[config.mk]
export PLATFORM = sky130hd
export DESIGN_NAME = axis_packet_master
export DESIGN_NICKNAME = d
export VERILOG_FILES = /design/src/rtl/axis_packet_master.sv
export SDC_FILE = /design/constraint.sdc
export NUM_CORES = 1
export LEC_CHECK = 0
export ABC_AREA = 1
export BUFFER_PORTS_ARGS = -buffer_cell sky130_fd_sc_hd__buf_4
export CAP_MARGIN = 20
export CORE_ASPECT_RATIO = 0.8
export CORE_MARGIN = 2
export CORE_UTILIZATION = 35
export CTS_CLUSTER_SIZE = 30
export DETAILED_ROUTE_END_ITERATION = 10
export GPL_ROUTABILITY_DRIVEN = 1
export SYNTH_ARGS = -nofsm -noshare
export SYNTH_HDL_FRONTEND = slang
export SYNTH_SLANG_ARGS = --single-unit
[constraint.sdc]
create_clock -name clk -period 1.99 [get_ports clk]
set_input_delay 0.2985 -clock clk [delete_from_list [all_inputs] [get_ports clk]]
set_output_delay 0.2985 -clock clk [all_outputs]
set_load 0.005 [all_outputs]
[src/rtl/axis_packet_master.sv]
// axis_packet_master: byte FIFO feeding an AXI-stream slave in fixed-length
// packets. A packet is only started once all PKT_LEN bytes are buffered, so
// valid never drops in the middle of a packet.
//
// Optional feature macro: AXIS_PKT_OVF_FLAG_EN adds a sticky 'overflow'
// output that records any write attempted while the FIFO was full.
//
// Stream handshake: a beat transfers on a rising edge where valid & ready.
// valid comes straight from the state register and never looks at ready;
// once raised it stays high, with data/last stable, until that transfer.
module axis_packet_master #(
    parameter int DEPTH   = 16,
    parameter int PKT_LEN = 4
) (
    input  logic       clk,
    input  logic       reset_n,
    input  logic [7:0] wr_data,
    input  logic       wr_en,
    output logic       full,
    output logic [7:0] data,
    output logic       valid,
    output logic       last,
    input  logic       ready,
`ifdef AXIS_PKT_OVF_FLAG_EN
    output logic       overflow,
`endif
    output logic       state_dbg
);

    localparam int AW = $clog2(DEPTH);
    localparam int CW = AW + 1;
    localparam int BW = $clog2(PKT_LEN) + 1;

    typedef enum logic {
        IDLE = 1'b0,
        SEND = 1'b1
    } state_t;

    state_t          state, state_next;
    logic [BW-1:0]   beat, beat_next;
    logic [7:0]      mem [DEPTH];
    logic [AW-1:0]   rd_ptr, wr_ptr;
    logic [CW-1:0]   count, count_next;
    logic            push, pop, last_beat;

    // A write while full is dropped even if a pop frees a slot this cycle.
    assign push       = wr_en & ~full;
    assign pop        = valid & ready;
    assign count_next = count + CW'(push) - CW'(pop);
    assign last_beat  = (beat == BW'(PKT_LEN - 1));

    // Output decode: data is forced to zero whenever no beat is offered.
    assign valid     = (state == SEND);
    assign last      = valid & last_beat;
    assign data      = valid ? mem[rd_ptr] : 8'h00;
    assign state_dbg = state;

    // Byte storage; no reset needed since contents are only read when counted.
    always_ff @(posedge clk) begin
        if (push) begin
            mem[wr_ptr] <= wr_data;
        end
    end

    // FIFO pointers, occupancy and the registered full flag.
    always_ff @(posedge clk or negedge reset_n) begin
        if (!reset_n) begin
            rd_ptr <= '0;
            wr_ptr <= '0;
            count  <= '0;
            full   <= 1'b0;
        end else begin
            if (push) wr_ptr <= wr_ptr + AW'(1);
            if (pop)  rd_ptr <= rd_ptr + AW'(1);
            count <= count_next;
            full  <= (count_next == CW'(DEPTH));
        end
    end

    // Packet FSM state and beat counter registers.
    always_ff @(posedge clk or negedge reset_n) begin
        if (!reset_n) begin
            state <= IDLE;
            beat  <= '0;
        end else begin
            state <= state_next;
            beat  <= beat_next;
        end
    end

    // Next state: start a packet once it is fully buffered; after the last
    // beat continue back-to-back only if another whole packet is waiting.
    always_comb begin
        state_next = state;
        beat_next  = beat;
        case (state)
            IDLE: begin
                if (count_next >= CW'(PKT_LEN)) begin
                    state_next = SEND;
                end
            end
            SEND: begin
                if (pop) begin
                    if (last_beat) begin
                        beat_next = '0;
                        if (count_next < CW'(PKT_LEN)) begin
                            state_next = IDLE;
                        end
                    end else begin
                        beat_next = beat + BW'(1);
                    end
                end
            end
            default: begin
                state_next = IDLE;
                beat_next  = '0;
            end
        endcase
    end

`ifdef AXIS_PKT_OVF_FLAG_EN
    // Sticky record of any write attempted while full.
    always_ff @(posedge clk or negedge reset_n) begin
        if (!reset_n) begin
            overflow <= 1'b0;
        end else if (wr_en & full) begin
            overflow <= 1'b1;
        end
    end
`endif

endmodule

======== After elaboration in Yosys (flattened, before gate mapping) ========
Memory sizes are Yosys's and may differ from the RTL's.
Index checks and enable logic that the tools add are counted.
cells by class
  $add $sub $neg .......................... 5
  multipliers ............................. 0
  divide/modulo/power cells ............... 0
  order comparisons ....................... 2
  equality and inequality tests ........... 2
  shift-type cells ........................ 0
  multiplexer cells ....................... 9
  bitwise logic cells ..................... 5
  reductions and logical operators ........ 1
operator list
  operator             number
  $add 4x1->4 const B  2
  $mux 8               1
  $mux 1               6
  $add 5x1->5          1
  $eq 5x5->1 const B   1
  $ge 5x3->1 const B   1
  $lt 5x3->1 const B   1
  $sub 5x1->5          1
  $add 3x1->3 const B  1
  $and 1x1->1          3
  $eq 3x2->1 const B   1
  $mux 3               1
  $not 1->1            2
  $pmux 1 s2           1
  $reduce_and 2->1     1
storage, ports and cells
  flip-flop bits (word level) ............. 18
  latch bits .............................. 0
  bits in writable memories ............... 128
  bits in read-only memories .............. 0
  input bits .............................. 12
  output and inout port bits .............. 12
  memories kept ........................... 1
memories
  memory  depth  width  read ports  clocked after Yosys merged registers in  wr ports  RTL line  source
  mem     16     8      1           0                                        1         41        logic [7:0] mem [DEPTH];

======== Depth between registers and ports, before layout ========
  word-level depth ........................ 9
  mapped depth ............................ 12

======== Worst setup path after synthesis ========
No wires, ideal clock.
  path kind ............................... register -> register
  from .................................... reg state, in the netlist state_dbg
  to ...................................... reg full
  library setup time ...................... 0.086 ns
  arrival ................................. 1.975 ns
  slack ................................... -0.071 ns
  cell stages (with the launch flop) ...... 11
  path buffers ............................ 0
  clock period less this slack ............ 2.061 ns
  path through ............................ dfrtp_1 > nand2_1 > nor2_1 > inv_1 > nand2_1 > ha_1 > inv_1 > fa_1 > inv_1 > or2_2 > nor3_1
on the way
  cells in the longest elaborated chain, start to end .. 3
ends and longest elaborated chain
  item                    RTL line  source
  from (decl)             39        state_t state, state_next;
  from (signal assigned)  86        state <= state_next;
  $and 1x1->1             48        assign pop = valid & ready;
  $sub 5x1->5             49        assign count_next = count + CW'(push) - CW'(pop);
  via count_next[1]       43        logic [CW-1:0] count, count_next;
  $eq 5x5->1              76        full <= (count_next == CW'(DEPTH));
  to (signal assigned)    76
  to (decl)               19        output logic full,
The timed path passes the listed nets, and every way through them passes these cells.
A chain may end at the register's enable or synchronous reset.

======== Worst setup path after layout ========
  from .................................... reg rd_ptr[0]
  to ...................................... out data[3]
on the way
  cells in the longest elaborated chain, start to end .. 2
ends and longest elaborated chain
  item                    RTL line  source
  from (decl)             42        logic [AW-1:0] rd_ptr, wr_ptr;
  from (signal assigned)  74        if (pop) rd_ptr <= rd_ptr + AW'(1);
  $mem_v2 16x8            n/a
  $mux 8                  55        assign data = valid ? mem[rd_ptr] : 8'h00;
  to (decl)               20        output logic [7:0] data,
No other way between the ends.

==> summary.md <==
| Metric | Value |
|---|---|
| Fin crit share | 111% |
| CTS Root Cell | clkbuf_16 |
| Comb pwr share | 43.8% |
| Vias in the first global route | 4308 |
| Post-detail-place hpwl | 9.83 mm |
| Total grt overflow | 0 |
| Dpl ws | -52.3 ps |
| Fillcell total | 1609 |
| Number of port buffers | 23 |
| CTS tree | yes |
| Max-cap violations | 0 |
| Commonest non-fill, non-tap cell in the layout | nand2_1 |
| Num ports | 24 |
| Mean Syn Cell Area | 10.4 um^2 |
| Core footprint | 0.0181 mm^2 |
| Final Setup Violations | 8 |
| Status | finished with violations |
| Final Net Count | 701 |
| Synth Instances | 616 |
| HP Start | wr_data[5] |
| Routed Wire Length | 16.1 mm |
| Least-Margin Pin Slew | 489 ps |
| Final slew viol count | 0 |
| Tmin final | 2220 ps |
| RD Place Congestion | 0.844 |
| Overall Power | 12.9 mW |
| Fmax | 451 MHz |
| Die Wd | 155 um |
| Largest net degree at the start of global routing | 27 |
| Top cells by area, synth | edfxtp_1 60%, nand2_1 12%, dfrtp_1 7.0% |
| Peak supply drop | 0.000734 V |
| Final hold vios | 0 |
| Critical path endpoint category | output pin |
| Worst Setup Slack, final | -226 ps |
| Placed Instances | 877 |
| Clock Path Buffers | 2 |
| Power per cell area | 1570 mW/mm^2 |
| Yosys warnings | 0 |
| Hold path depth | 1 |
| Leakage | 3.50 nW |
| Initial Utilization | 35.5% |
| P_int | 8.18 mW |
| Die footprint | 0.0194 mm^2 |
| Top cell type by total area after synthesis | edfxtp_1 |
| # diodes | 0 |
| End of the worst register-to-register path | state_dbg |
| Clk_skew | 6.64 ps |
| Crit path kind | reg2out |
| Drt drc | 0 |
| Clk sinks | 146 |
| CTS Buf Count | 17 |
| Fraction of layout cells with a size suffix above 1 | 25.9% |
| Flops & latches, synth | 146 |
| Initial antenna violation count | 0 |
| R2R cell count | 10 |
| Post-synth top area share | 60.0% |
| Row count | 44 |
| CP required | 1690 ps |
| Global-route wire length before repair | 24.9 mm |
| Final Non-Filler Cells | 921 |
| Most frequent cells in the layout | 189 x nand2_1, 128 x edfxtp_1, 80 x inv_1, 55 x buf_4, 44 x nand3_1 |
| Remaining antenna violation count | 0 |
| Post-synth cell types | 24 |
| R2R setup slack | 50 ps |
| First DRT Iteration DRCs | 321 |
| Initial DRT Pass Iterations | 8 |
| Violations in the final reports | negative setup slack |
| Relative slew slack | 67.2% |
| Core Util, Final | 45.5% |
| Mapped Area | 0.00641 mm^2 |
| CTS clock-pin slew for the worst setup and hold paths | 60 ps |
| Worst Hold Path EP | mem[13][5] |
| Reg power frac | 31.0% |
| DR vias | 4459 |
| Switching pwr | 4.73 mW |
| Routed len/inst | 17.5 um |
| Startpoint types | register |
| RSZ-0062 raised after global routing | true |
| Sequential share of the synthesized area | 67.0% |
| CTS H-tree depth | 4 |
| Worst r2r src | full |
| Post-Syn Nets | 639 |
| Worst-skew pair later-pin latency | 420 ps |
| Worst Hold Class | in2reg |
| Vias per cell | 4.84 |
| Worst Path Arrival | 1920 ps |
| Clock Power Share | 25.3% |
| GRT Total Usage | 17.5% |
| Worst Path Max Fanout | 6 |
| Switch share | 36.6% |
| Area Overhead vs Synth | 28.2% |
| Hold WS | 221 ps |
| Die Y | 125 um |
-- per-layer routing --
metal / wire, um / GRT usage, %
met3: 1130 / 6.38
met4: 214 / 4.96
met5: 0 / 0
met1: 7510 / 24.7
met2: 7290 / 25.4
-- state kept, by name, summed over array words and instances (netlist names) --
name       cells
mem          128
state_dbg      1
full           1
rd_ptr         4
count          5
beat           3
wr_ptr         4
-- layout make-up --
type | count | area, um^2 | area share (%)
multi-input combinational | 358 | 2010 | 24.4
clock buffer | 20 | 437 | 5.31
timing repair buffer | 69 | 696 | 8.46
sequential | 146 | 4300 | 52.3
tap | 230 | 288 | 3.50
inverter | 86 | 332 | 4.03
clock inverter | 12 | 163 | 1.98
-- stage by stage --
step	instance area, um^2	setup TNS, ps
floorplan	6420	0
global placement	7020	0
detailed placement	7020	-106
CTS	8010	-1610
global route	8220	-2710
finish	8220	-1660
-- cells by family (layout without fill, tap and decap cells) --
logic type,count (synthesis),count (layout),synth area share [%]
fa+ha+maj,11,11,2.26
simple gates,322,322,20.8
xor+xnor,9,9,1.23
buf+inv,112,187,7.42
compound gates,16,16,1.29
flops,146,146,67.0
-- what timing repair did --
| action | in CTS | in global routing |
|---|---|---|
| endpoints found under the setup margin | 8 | 12 |
| pin swaps | 26 | 26 |
| gates resized for setup | 56 | 49 |
| hold endpoints to repair | 18 | 0 |
| gates cloned | 5 | 1 |
| hold buffers | 1 | 0 |
| buffers inserted | 4 | 3 |
-- power by group through the flow --
| stage | clock (mW) | sequential, mW | combinational, mW |
|---|---|---|---|
| final | 3.26 | 4.00 | 5.65 |
| after global routing | 3.45 | 4.04 | 6.19 |
| after CTS | 3.29 | 4.00 | 5.18 |
| after detailed placement | 0 | 4.05 | 4.27 |
| after global placement | 0 | 4.03 | 4.17 |
| after floorplan | 0 | 4.00 | 2.72 |
-- cells in the mapped netlist --
| cell type | n |
|---|---|
| a21o_1 | 1 |
| xor2_1 | 7 |
| dfrtp_1 | 18 |
| nand2_1 | 212 |
| fa_1 | 1 |
| or2_2 | 2 |
| nand4_1 | 2 |
| o21ai_0 | 5 |
| nor2_1 | 18 |
| nor2_2 | 1 |
| edfxtp_1 | 128 |
| inv_1 | 82 |
| clkinv_1 | 3 |
| buf_2 | 14 |
| nand3b_1 | 2 |
| buf_6 | 1 |
| ha_1 | 10 |
| xnor2_1 | 2 |
| nand3_1 | 84 |
| clkbuf_1 | 3 |
| buf_4 | 8 |
| inv_2 | 1 |
| a21oi_1 | 10 |
| nor3_1 | 1 |
-- critical path, cell delays in order (launching register included) --
cell and delay [ps]:
dfrtp_2 430, clkinv_4 140, buf_6 160, buf_16 140, nand2_2 60, nand3_2 70, nand3_4 110, nand3_2 90
a21oi_2 160, buf_4 140
-- worst max-delay path by stage --
stage / start / endpoint / slack (ps) / cells after the start
2_1_floorplan: state_dbg / full / 5 / 10
3_3_place_gp: wr_en / full / 3 / 12
3_5_place_dp: wr_en / state_dbg / -50 / 13
4_1_cts: rd_ptr[0] / data[4] / -210 / 10
5_1_grt: rd_ptr[0] / data[2] / -330 / 9
6_report: rd_ptr[0] / data[3] / -230 / 9
Note: power is estimated with default switching activity, not from simulation.
